--- src/rtl/decode_pkg.sv ---
// -----------------------------------------------------------------------------
// decode_pkg
// Shared definitions for the decode/issue stage: opcode encoding, instruction
// field positions, control-word width and the decoded-instruction record that
// travels through the instruction buffer.
// -----------------------------------------------------------------------------
package decode_pkg;

    localparam int INSTR_W = 32;
    localparam int OPC_W   = 4;
    localparam int REG_W   = 3;
    localparam int IMM_W   = 16;
    localparam int CTRL_W  = 7;   // {rd, opcode}

    // Field positions inside the 32-bit instruction word; [18:16] is reserved.
    localparam int OPC_LSB = 28;
    localparam int RD_LSB  = 25;
    localparam int RS1_LSB = 22;
    localparam int RS2_LSB = 19;
    localparam int RSV_LSB = 16;
    localparam int RSV_W   = 3;
    localparam int IMM_LSB = 0;

    typedef enum logic [OPC_W-1:0] {
        OP_ADD   = 4'h0,
        OP_SUB   = 4'h1,
        OP_AND   = 4'h2,
        OP_OR    = 4'h3,
        OP_XOR   = 4'h4,
        OP_SLL   = 4'h5,
        OP_SRL   = 4'h6,
        OP_LOAD  = 4'h7,
        OP_NOP   = 4'hE,
        OP_STORE = 4'hF
    } opcode_e;

    typedef struct packed {
        opcode_e              opcode;
        logic [REG_W-1:0]     rd;
        logic [REG_W-1:0]     rs1;
        logic [REG_W-1:0]     rs2;
        logic [IMM_W-1:0]     imm16;
    } dec_instr_t;

    // An issued instruction reserves rd only when it really produces a result.
    function automatic logic writes_rd(input opcode_e op, input logic [REG_W-1:0] rd);
        return (rd != '0) && (op != OP_STORE) && (op != OP_NOP);
    endfunction

endpackage

--- src/rtl/sync_fifo.sv ---
// -----------------------------------------------------------------------------
// sync_fifo
// Single-clock FIFO with registered full/empty flags. Storage is not reset;
// only the pointers, count and flags are, so reset flushes the contents.
//   clk_i   : clock, rising edge
//   rst_ni  : asynchronous active-low reset
//   push_i  : write data_i (ignored while full)
//   data_i  : write data
//   pop_i   : drop the head entry (ignored while empty)
//   data_o  : head entry (valid while !empty_o)
//   full_o  : registered full flag
//   empty_o : registered empty flag
// -----------------------------------------------------------------------------
module sync_fifo #(
    parameter int WIDTH = 8,
    parameter int DEPTH = 4
) (
    input  logic             clk_i,
    input  logic             rst_ni,
    input  logic             push_i,
    input  logic [WIDTH-1:0] data_i,
    input  logic             pop_i,
    output logic [WIDTH-1:0] data_o,
    output logic             full_o,
    output logic             empty_o
);

    localparam int AW = (DEPTH > 1) ? $clog2(DEPTH) : 1;

    logic [WIDTH-1:0] mem_q [DEPTH];
    logic [AW-1:0]    wr_ptr_q, rd_ptr_q;
    logic [AW:0]      count_q, count_d;
    logic             full_q, empty_q;
    logic             push_ok, pop_ok;

    assign push_ok = push_i && !full_q;
    assign pop_ok  = pop_i && !empty_q;

    always_comb begin
        count_d = count_q + (AW+1)'(push_ok) - (AW+1)'(pop_ok);
    end

    // Flags are computed from the next count so they are plain registers.
    always_ff @(posedge clk_i or negedge rst_ni) begin
        if (!rst_ni) begin
            wr_ptr_q <= '0;
            rd_ptr_q <= '0;
            count_q  <= '0;
            full_q   <= 1'b0;
            empty_q  <= 1'b1;
        end else begin
            if (push_ok) wr_ptr_q <= wr_ptr_q + AW'(1);
            if (pop_ok)  rd_ptr_q <= rd_ptr_q + AW'(1);
            count_q <= count_d;
            full_q  <= (count_d == (AW+1)'(DEPTH));
            empty_q <= (count_d == '0);
        end
    end

    always_ff @(posedge clk_i) begin
        if (push_ok) mem_q[wr_ptr_q] <= data_i;
    end

    assign data_o  = mem_q[rd_ptr_q];
    assign full_o  = full_q;
    assign empty_o = empty_q;

endmodule

--- src/rtl/instr_decode_issue.sv ---
// -----------------------------------------------------------------------------
// instr_decode_issue
// Buffers instruction words, reads operands from an 8-entry register file and
// issues one decoded instruction per cycle to the execute stage. A scoreboard
// of pending writes holds issue on read-after-write hazards until the result
// comes back on the writeback port.
//
// Build option: DECODE_BYPASS_EN
//   defined   - writeback data forwards into src1/src2 and the scoreboard clear
//               is seen by the same cycle's issue check.
//   undefined - register file is read-before-write; the clear is seen a cycle
//               later.
//
// Ports:
//   clock, reset        : rising-edge clock, asynchronous active-low reset
//   instr_valid/ready   : instruction handshake (ready = FIFO not full)
//   instr               : 32-bit instruction word
//   stall_in            : execute stage cannot accept an issue this cycle
//   wb_en/addr/data     : result writeback from execute
//   enable_ex           : one-cycle pulse per issued instruction
//   src1, src2, imm     : registered operands and sign-extended immediate
//   control_out         : {rd, opcode}
//   busy                : FIFO non-empty or any write pending
// -----------------------------------------------------------------------------
module instr_decode_issue
    import decode_pkg::*;
#(
    parameter int DATA_W     = 32,
    parameter int REG_AW     = 3,
    parameter int FIFO_DEPTH = 4
) (
    input  logic              clock,
    input  logic              reset,
    input  logic              instr_valid,
    output logic              instr_ready,
    input  logic [31:0]       instr,
    input  logic              stall_in,
    input  logic              wb_en,
    input  logic [REG_AW-1:0] wb_addr,
    input  logic [DATA_W-1:0] wb_data,
    output logic              enable_ex,
    output logic [DATA_W-1:0] src1,
    output logic [DATA_W-1:0] src2,
    output logic [DATA_W-1:0] imm,
    output logic [CTRL_W-1:0] control_out,
    output logic              busy
);

    localparam int NREGS = 2 ** REG_AW;
    localparam int DEC_W = $bits(dec_instr_t);

    dec_instr_t        in_dec, head;
    logic [DEC_W-1:0]  fifo_rdata;
    logic              fifo_full, fifo_empty, push, issue;
    logic [NREGS-1:0]  sb_q, sb_d, sb_view, clr_mask, set_mask;
    logic [DATA_W-1:0] rf_q [NREGS];
    logic [DATA_W-1:0] op1, op2, imm_ext;
    logic              wb_live;

    logic              enable_ex_q;
    logic [DATA_W-1:0] src1_q, src2_q, imm_q;
    logic [CTRL_W-1:0] ctrl_q;

    // Reserved field [18:16] carries no meaning for decode.
    logic unused_rsvd;
    assign unused_rsvd = ^instr[RSV_LSB +: RSV_W];

    always_comb begin
        in_dec.opcode = opcode_e'(instr[OPC_LSB +: OPC_W]);
        in_dec.rd     = instr[RD_LSB  +: REG_W];
        in_dec.rs1    = instr[RS1_LSB +: REG_W];
        in_dec.rs2    = instr[RS2_LSB +: REG_W];
        in_dec.imm16  = instr[IMM_LSB +: IMM_W];
    end

    assign instr_ready = !fifo_full;
    assign push        = instr_valid && !fifo_full;

    sync_fifo #(
        .WIDTH (DEC_W),
        .DEPTH (FIFO_DEPTH)
    ) u_fifo (
        .clk_i   (clock),
        .rst_ni  (reset),
        .push_i  (push),
        .data_i  (in_dec),
        .pop_i   (issue),
        .data_o  (fifo_rdata),
        .full_o  (fifo_full),
        .empty_o (fifo_empty)
    );

    assign head    = dec_instr_t'(fifo_rdata);
    assign wb_live = wb_en && (wb_addr != '0);

    always_comb begin
        clr_mask = '0;
        if (wb_live) clr_mask[wb_addr] = 1'b1;

`ifdef DECODE_BYPASS_EN
        sb_view = sb_q & ~clr_mask;
`else
        sb_view = sb_q;
`endif

        issue = !fifo_empty && !stall_in && !sb_view[head.rs1] && !sb_view[head.rs2];

        set_mask = '0;
        if (issue && writes_rd(head.opcode, head.rd)) set_mask[head.rd] = 1'b1;

        // Set after clear: the newly issued write is the younger one.
        sb_d = (sb_q & ~clr_mask) | set_mask;

        op1 = rf_q[head.rs1];
        op2 = rf_q[head.rs2];
`ifdef DECODE_BYPASS_EN
        if (wb_live && (wb_addr == head.rs1)) op1 = wb_data;
        if (wb_live && (wb_addr == head.rs2)) op2 = wb_data;
`endif

        imm_ext = {{(DATA_W-IMM_W){head.imm16[IMM_W-1]}}, head.imm16};
    end

    // r0 is never written, so it keeps its reset value of zero.
    always_ff @(posedge clock or negedge reset) begin
        if (!reset) begin
            for (int i = 0; i < NREGS; i++) rf_q[i] <= '0;
        end else if (wb_live) begin
            rf_q[wb_addr] <= wb_data;
        end
    end

    always_ff @(posedge clock or negedge reset) begin
        if (!reset) begin
            sb_q        <= '0;
            enable_ex_q <= 1'b0;
            src1_q      <= '0;
            src2_q      <= '0;
            imm_q       <= '0;
            ctrl_q      <= '0;
        end else begin
            sb_q        <= sb_d;
            enable_ex_q <= issue;
            if (issue) begin
                src1_q <= op1;
                src2_q <= op2;
                imm_q  <= imm_ext;
                ctrl_q <= {head.rd, head.opcode};
            end
        end
    end

    assign enable_ex   = enable_ex_q;
    assign src1        = src1_q;
    assign src2        = src2_q;
    assign imm         = imm_q;
    assign control_out = ctrl_q;
    assign busy        = !fifo_empty || (|sb_q);

endmodule

--- config.mk ---
export PLATFORM = sky130hd
export DESIGN_NAME = instr_decode_issue
export DESIGN_NICKNAME = d
export VERILOG_FILES = /design/src/rtl/decode_pkg.sv /design/src/rtl/sync_fifo.sv /design/src/rtl/instr_decode_issue.sv
export SDC_FILE = /design/constraint.sdc
export NUM_CORES = 1
export LEC_CHECK = 0
export BUFFER_PORTS_ARGS = -buffer_cell sky130_fd_sc_hd__clkbuf_2
export CAP_MARGIN = 20
export CORE_MARGIN = 3
export CORE_UTILIZATION = 33
export CTS_CLUSTER_SIZE = 40
export DETAILED_ROUTE_END_ITERATION = 10
export SLEW_MARGIN = 20
export SYNTH_ARGS = -nofsm -noshare
export SYNTH_HDL_FRONTEND = slang
export SYNTH_SLANG_ARGS = --single-unit
--- constraint.sdc ---
create_clock -name clock -period 3.4 [get_ports clock]
set_input_delay 0.17 -clock clock [delete_from_list [all_inputs] [get_ports clock]]
set_output_delay 0.17 -clock clock [all_outputs]
set_load 0.005 [all_outputs]
Word level (Yosys, flattened, before mapping)
Memories as Yosys holds them, arrays and structs flattened.
Cells that the tools add are included.
{"block": "totals", "regBits": 361, "n_memories": 1, "mem_bits_rw": 116, "wordCells": 87}
{"name": "u_fifo.mem_q", "words": 4, "word_bits": 29, "rd": 1, "rd_ports_with_merged_regs": 0, "write_ports": 1, "line_no": "sync_fifo.sv:30", "text": "logic [WIDTH-1:0] mem_q [DEPTH];"}
{"block": "op_classes", "reduce_logical": 23, "add_sub_neg": 4, "order_cmp": 10, "muxes": 21, "n_eq_ne": 3, "n_bitwise": 6}
{"cell": "bitwise mux 256 bit", "n": 1}
{"cell": "binary-select mux 32 bit (select 3 bit)", "n": 2}
{"cell": "2-to-1 mux 32 bit", "n": 5}
{"cell": "demux 32 bit (select 3 bit)", "n": 1}
{"cell": "< comparator 3 x 4 -> 1 bit, second input constant", "n": 4}
{"cell": "2-to-1 mux 8 bit", "n": 2}
{"cell": "logical AND 1 bit", "n": 13}
{"cell": ">= comparator 4 bit, second input constant", "n": 3}
{"cell": "inverter 3 -> 4 bit", "n": 3}
{"cell": "AND 8 bit", "n": 1}
{"cell": "inequality test 4 bit, second input constant", "n": 2}
{"cell": "inverter 8 bit", "n": 1}
{"cell": "bitwise OR 8 bit", "n": 1}
{"cell": "OR reduction 8 bit", "n": 1}
{"cell": "binary-select mux 1 bit (select 3 bit)", "n": 2}
{"cell": "demux 1 bit (select 3 bit)", "n": 2}
{"cell": ">= comparator 3 x 1 -> 1 bit, second input constant", "n": 2}
{"cell": "2-to-1 mux 1 bit", "n": 6}
{"cell": "nonzero test 3 bit", "n": 2}
{"cell": "zero test 1 bit", "n": 5}
{"cell": "adder 2 x 1 -> 2 bit, second input constant", "n": 2}
{"cell": "< comparator 4 x 1 -> 1 bit, second input constant", "n": 1}
{"cell": "adder 3 x 1 -> 3 bit", "n": 1}
{"cell": "equality test 3 bit, second input constant", "n": 1}
{"cell": "other kinds (3)", "n": 3}

Depth between registers and ports, before layout
An unclocked memory read counts as a cell.
{"block": "depth", "ltp_word": 9, "depth_mapped": 17, "ltp_nobuf": 12}

Modules after synthesis
Synthesis repeated with hierarchy kept, for this count alone.
{"block": "unflattened", "cells_unflattened": 1210, "area_unflattened_um2": 21503.1}
{"mod": "instr_decode_issue", "instances": 1, "cells_per_inst": 1023, "area_each_um2": 16852.4}
{"mod": "sync_fifo", "instances": 1, "cells_per_inst": 187, "area_each_um2": 4650.7}

Worst setup path before layout
No wires, ideal clock.
{"block": "synth_path", "path_kind": "register to register", "from": "reg u_fifo.rd_ptr_q[0]", "to": "reg u_fifo.full_q (netlist: u_fifo.full_o)", "path_stages_with_launch": 18, "path_buffers": 5, "arrival_ns": 3.716, "setup_slack_ns": -0.405, "setup_ns": 0.088, "cell_sequence": "dfrtp_1 -> buf_2 -> mux4_2 -> buf_2 -> mux2_1 -> a2bb2oi_1 -> a221oi_2 -> buf_4 -> buf_6 -> buf_2 -> ha_1 -> inv_1 -> ha_1 -> inv_1 -> fa_1 -> xnor2_1 -> xnor2_1 -> nor3b_1"}
{"block": "synth_via", "elab_chain_cells": 9}
{"element": "from (decl)", "line_no": "sync_fifo.sv:31", "text": "logic [AW-1:0] wr_ptr_q, rd_ptr_q;"}
{"element": "from (signal assigned)", "line_no": "sync_fifo.sv:53", "text": "if (pop_ok) rd_ptr_q <= rd_ptr_q + AW'(1);"}
{"element": "memory read (4 x 29 bit) (*)"}
{"element": "binary-select mux 1 bit (select 3 bit)", "line_no": "instr_decode_issue.sv:106", "text": "issue = !fifo_empty && !stall_in && !sb_view[head.rs1] && !sb_view[head.rs2];"}
{"element": "2-to-1 mux 1 bit (not written as such)", "line_no": "instr_decode_issue.sv:106"}
{"element": "zero test 1 bit", "line_no": "instr_decode_issue.sv:106"}
{"element": "logical AND 1 bit", "line_no": "instr_decode_issue.sv:106"}
{"element": "logical AND 1 bit (*)", "line_no": "instr_decode_issue.sv:106"}
{"element": "logical AND 1 bit (*)", "line_no": "sync_fifo.sv:37", "text": "assign pop_ok = pop_i && !empty_q;"}
{"element": "named net u_fifo.pop_ok", "line_no": "sync_fifo.sv:34", "text": "logic push_ok, pop_ok;"}
{"element": "subtractor 3 x 1 -> 3 bit (*)", "line_no": "sync_fifo.sv:40", "text": "count_d = count_q + (AW+1)'(push_ok) - (AW+1)'(pop_ok);"}
{"element": "named net u_fifo.count_d[2]", "line_no": "sync_fifo.sv:32", "text": "logic [AW:0] count_q, count_d;"}
{"element": "equality test 3 bit (*)", "line_no": "sync_fifo.sv:55", "text": "full_q <= (count_d == (AW+1)'(DEPTH));"}
{"element": "to (signal assigned)", "line_no": "sync_fifo.sv:55"}
{"element": "to (decl)", "line_no": "sync_fifo.sv:33", "text": "logic full_q, empty_q;"}
Mark *: on every way through the listed nets, which the timed path passes. The rest lies on a longest branch. The select of a mux whose other input is x is not followed.
A chain may end at the register's enable or synchronous reset.

Worst setup path in the final report
{"block": "layout_path", "from": "reg u_fifo.rd_ptr_q[0]", "to": "reg u_fifo.full_q (netlist: u_fifo.full_o)"}
{"block": "layout_via", "elab_chain_cells": 9}
{"element": "memory read (4 x 29 bit) (*)"}
{"element": "binary-select mux 1 bit (select 3 bit)", "line_no": "instr_decode_issue.sv:106"}
{"element": "2-to-1 mux 1 bit (not written as such)", "line_no": "instr_decode_issue.sv:106"}
{"element": "zero test 1 bit", "line_no": "instr_decode_issue.sv:106"}
{"element": "logical AND 1 bit", "line_no": "instr_decode_issue.sv:106"}
{"element": "logical AND 1 bit (*)", "line_no": "instr_decode_issue.sv:106"}
{"element": "logical AND 1 bit (*)", "line_no": "sync_fifo.sv:37"}
{"element": "subtractor 3 x 1 -> 3 bit (*)", "line_no": "sync_fifo.sv:40"}
{"element": "named net u_fifo.count_d[2]", "line_no": "sync_fifo.sv:32"}
{"element": "equality test 3 bit (*)", "line_no": "sync_fifo.sv:55"}
Marks and branches as above.

==> run metrics <==
async set-or-reset flop fraction in the synthesized netlist 75.7%; Worst EP arrival 3.84 ns; Seq/Total Area, Yosys 58.9%; Yosys cell types 42; Core Util, Final 40.1%; Synth Net Count 1411; Hold Crit Start instr_valid; Setup crit end kind register; WP data required 3.90 ns; Hold/Removal Path Class input pin to register; met3 GRT Util 3.52%; Die ar. 0.0675 mm2; crit path max fanout 5; Final Total Pwr 23.5 mW; crit path kind register to register; Synth top area share 42.4%; Die W 260 um; Synth Cell Area 0.0213 mm2; status complete, no violations; GR Overflow Total 0; RSZ-0062 raised after global routing yes; fin crit share 98.0%; Final ANT Viol Nets 0; clk slew on worst S/H paths 0.06 ns; Mean Syn Cell Area 16.0 um2; Longest Clk Path Bufs 3; EDFF count, synth 116; Yosys warnings 0; antenna violations before repair 3; cell area after layout 0.0254 mm2; total clock sinks 477; via/cell ratio 5.05; H-tree Lvls 2; number of core rows 92; DR vias 12200; synth top area cells dfrtp_1 (42%), mux4_2 (17%), edfxtp_1 (16%); CTS Buf Count 52; DRC viols 0; core area 0.0634 mm2; hold depth 3; Pwr per Cell Area 927 mW/mm2; clock share of power 23.4%; Int Power 15.5 mW; fin nets 1611; fmax 300 MHz; WL/cell 21.2 um; die height 260 um; FF+latch count, synth 477; Leak Pwr 10.3 nW; input/output buffers 174; DPL Wire Length 30600 um; Global Route Usage Sum 15.6%; Mapped Cells 1332; Psw 8.07 mW; Max VDD drop 661 uV; Slew Limit Fails 0; share of cells above drive strength 1 46.0%; clock root cell clkbuf_16; maxcap violations 0; crit path time final 3.33 ns; clk_lat worst skew 0.61 ns; Area after DPL 0.0231 mm2; Top Usage Layer GRT met2; initial drt markers 848; FF-to-FF path depth 12; vias in the first global route 13300; Seq pwr share 35.6%; Area Overhead vs Synth 19.6%; met1 Resource Use GR 21.2%; largest net degree at the start of global routing 120; Slew @ Worst Pin 0.947 ns; # setup viols final 0; DR pass1 iterations 4; R2R setup slack 0.07 ns; hold endpoint u_fifo.wr_ptr_q[0]; switch share 34.3%; gpl congestion 0.724; Primary FF master, synth dfrtp_1; Worst slew margin 36.9%; post-synth top area cell dfrtp_1; R2R Path Start u_fifo.rd_ptr_q[0]; IO Pins 178; combinational fraction of design power 40.9%; CTS tree done; final hold violations 0; Crit Reg-Reg Endpoint u_fifo.full_o; final WL 51500 um; M2 GR Usage 25.0%; skew final 0.0276 ns; Worst Setup Start Kind register; first-pass GRT wire length 81100 um; Starting Density 33.5%
## placed cells by master, fill, tap and decap left out, types with 3 or more instances in the layout
cell             n
dlygate4sd3_1   63
edfxtp_1       116
buf_12           5
inv_1            9
clkbuf_16       53
nand3_2          3
mux4_4           4
mux4_2         153
mux2i_1         40
clkbuf_8        11
clkbuf_2       173
ha_1             4
a31oi_1         33
nand2b_1         4
nor2_1          65
nor2b_1          5
buf_4           42
nand2_1         77
o21ai_1          3
clkbuf_1        19
and2_1           4
dfrtp_1        359
a21oi_1         31
diode_2          3
mux2_2         248
clkinv_2         7
## metal layers
| metal | up-vias | wire, um |
|---|---|---|
| met3 | 83 | 2860 |
| met1 | 6494 | 22900 |
| met5 | - | 0 |
| met4 | 0 | 1240 |
| met2 | 258 | 24400 |
| li1 | 5412 | - |
## metrics by stage
stage / setup WS [ns] / instances / TNS [ns] / hold slack (ns)
global placement: 0.0294 / 2258 / 0 / 0.232
detailed placement: -0.0830 / 2258 / -0.0830 / 0.239
global route: -0.0627 / 2421 / -0.0794 / 0.140
CTS: 0.00393 / 2419 / 0 / 0.0554
floorplan: -0.119 / 1332 / -0.134 / -0.126
finish: 0.0674 / 2423 / 0 / 0.106
## worst max path at each step
stage | start | to | cells after the start | slack [ns]
finish | u_fifo.rd_ptr_q[0] | u_fifo.full_o | 12 | 0.07
detailed placement | u_fifo.rd_ptr_q[0] | u_fifo.full_o | 12 | -0.08
global placement | u_fifo.rd_ptr_q[0] | u_fifo.full_o | 12 | 0.03
CTS | u_fifo.rd_ptr_q[0] | u_fifo.full_o | 13 | 0.004
global route | u_fifo.rd_ptr_q[0] | u_fifo.full_o | 12 | -0.06
floorplan | u_fifo.rd_ptr_q[0] | u_fifo.full_o | 17 | -0.12
## cell type report
cell class / instances / area, um2
clock buffer: 83 / 1550
clock inverter: 13 / 126
fill: 5838 / 38000
tap: 846 / 1060
sequential: 477 / 12500
timing repair buffer: 284 / 1930
inverter: 11 / 41.3
antenna: 3 / 7.51
multi-input combinational: 706 / 8180
## cells in the mapped netlist, types with 2 or more instances
| cell type | n |
|---|---|
| mux4_2 | 157 |
| nor3_1 | 2 |
| inv_1 | 11 |
| nor2b_1 | 5 |
| dfrtp_1 | 360 |
| xnor2_1 | 4 |
| buf_2 | 32 |
| nor3b_1 | 2 |
| nand4_1 | 2 |
| nor2_1 | 66 |
| edfxtp_1 | 116 |
| o21ai_1 | 4 |
| nand2_1 | 77 |
| mux2i_1 | 40 |
| a31oi_1 | 33 |
| buf_1 | 10 |
| a21oi_1 | 31 |
| nand3_1 | 3 |
| ha_1 | 6 |
| mux2_2 | 248 |
| buf_4 | 17 |
| and2_1 | 5 |
| nand2b_1 | 4 |
| clkbuf_1 | 78 |
| o32ai_1 | 2 |
## registers in the layout, summed over array words and instances (netlist names)
signal and flops:
rf_q 256, u_fifo.mem_q 116, sb_q 8, u_fifo.wr_ptr_q 2, u_fifo.full_o 1, control_out 7, src1 32, enable_ex 1
u_fifo.rd_ptr_q 2, u_fifo.empty_o 1, imm 16, src2 32, u_fifo.count_q 3
## kinds of logic after synthesis
| kind of cell | share of synthesized area, % |
|---|---|
| multiplexers | 31.7 |
| adder cells (fa/ha/maj) | 0.447 |
| XOR/XNOR | 0.206 |
| flip-flops | 58.9 |
| AO/OA/AOI/OAI | 2.24 |
| AND/OR/NAND/NOR | 3.34 |
| buffers and inverters | 3.16 |
## worst max-delay path: stages (launching register included)
cell       delay [ns]
dfrtp_2          0.39
mux4_4           0.72
mux2_4           0.34
a2bb2oi_2        0.16
a221oi_4         0.31
ha_4             0.25
inv_2            0.06
ha_4             0.12
inv_2            0.03
fa_2             0.34
xnor2_2          0.15
xnor2_2          0.17
nor3b_2          0.18
## power by group through the flow
stage,clock network (mW),registers [mW],logic (mW)
after floorplan,0,8.23,7.03
after global placement,0,8.41,9.55
after detailed placement,0,8.50,9.70
final,5.52,8.39,9.64
after CTS,5.70,8.40,9.83
after global routing,5.94,8.58,10.6
## what timing repair did
action                                  in CTS  in global routing
pin swaps                                    1                  2
endpoints found under the hold margin      428                  0
resized for setup                            1                  2
buffers inserted                             2                  1
hold buffers                                63                  0
endpoints found under the setup margin       2                  2
cloned                                       0                  0
No activity file was read; power rests on OpenSTA's default activity.
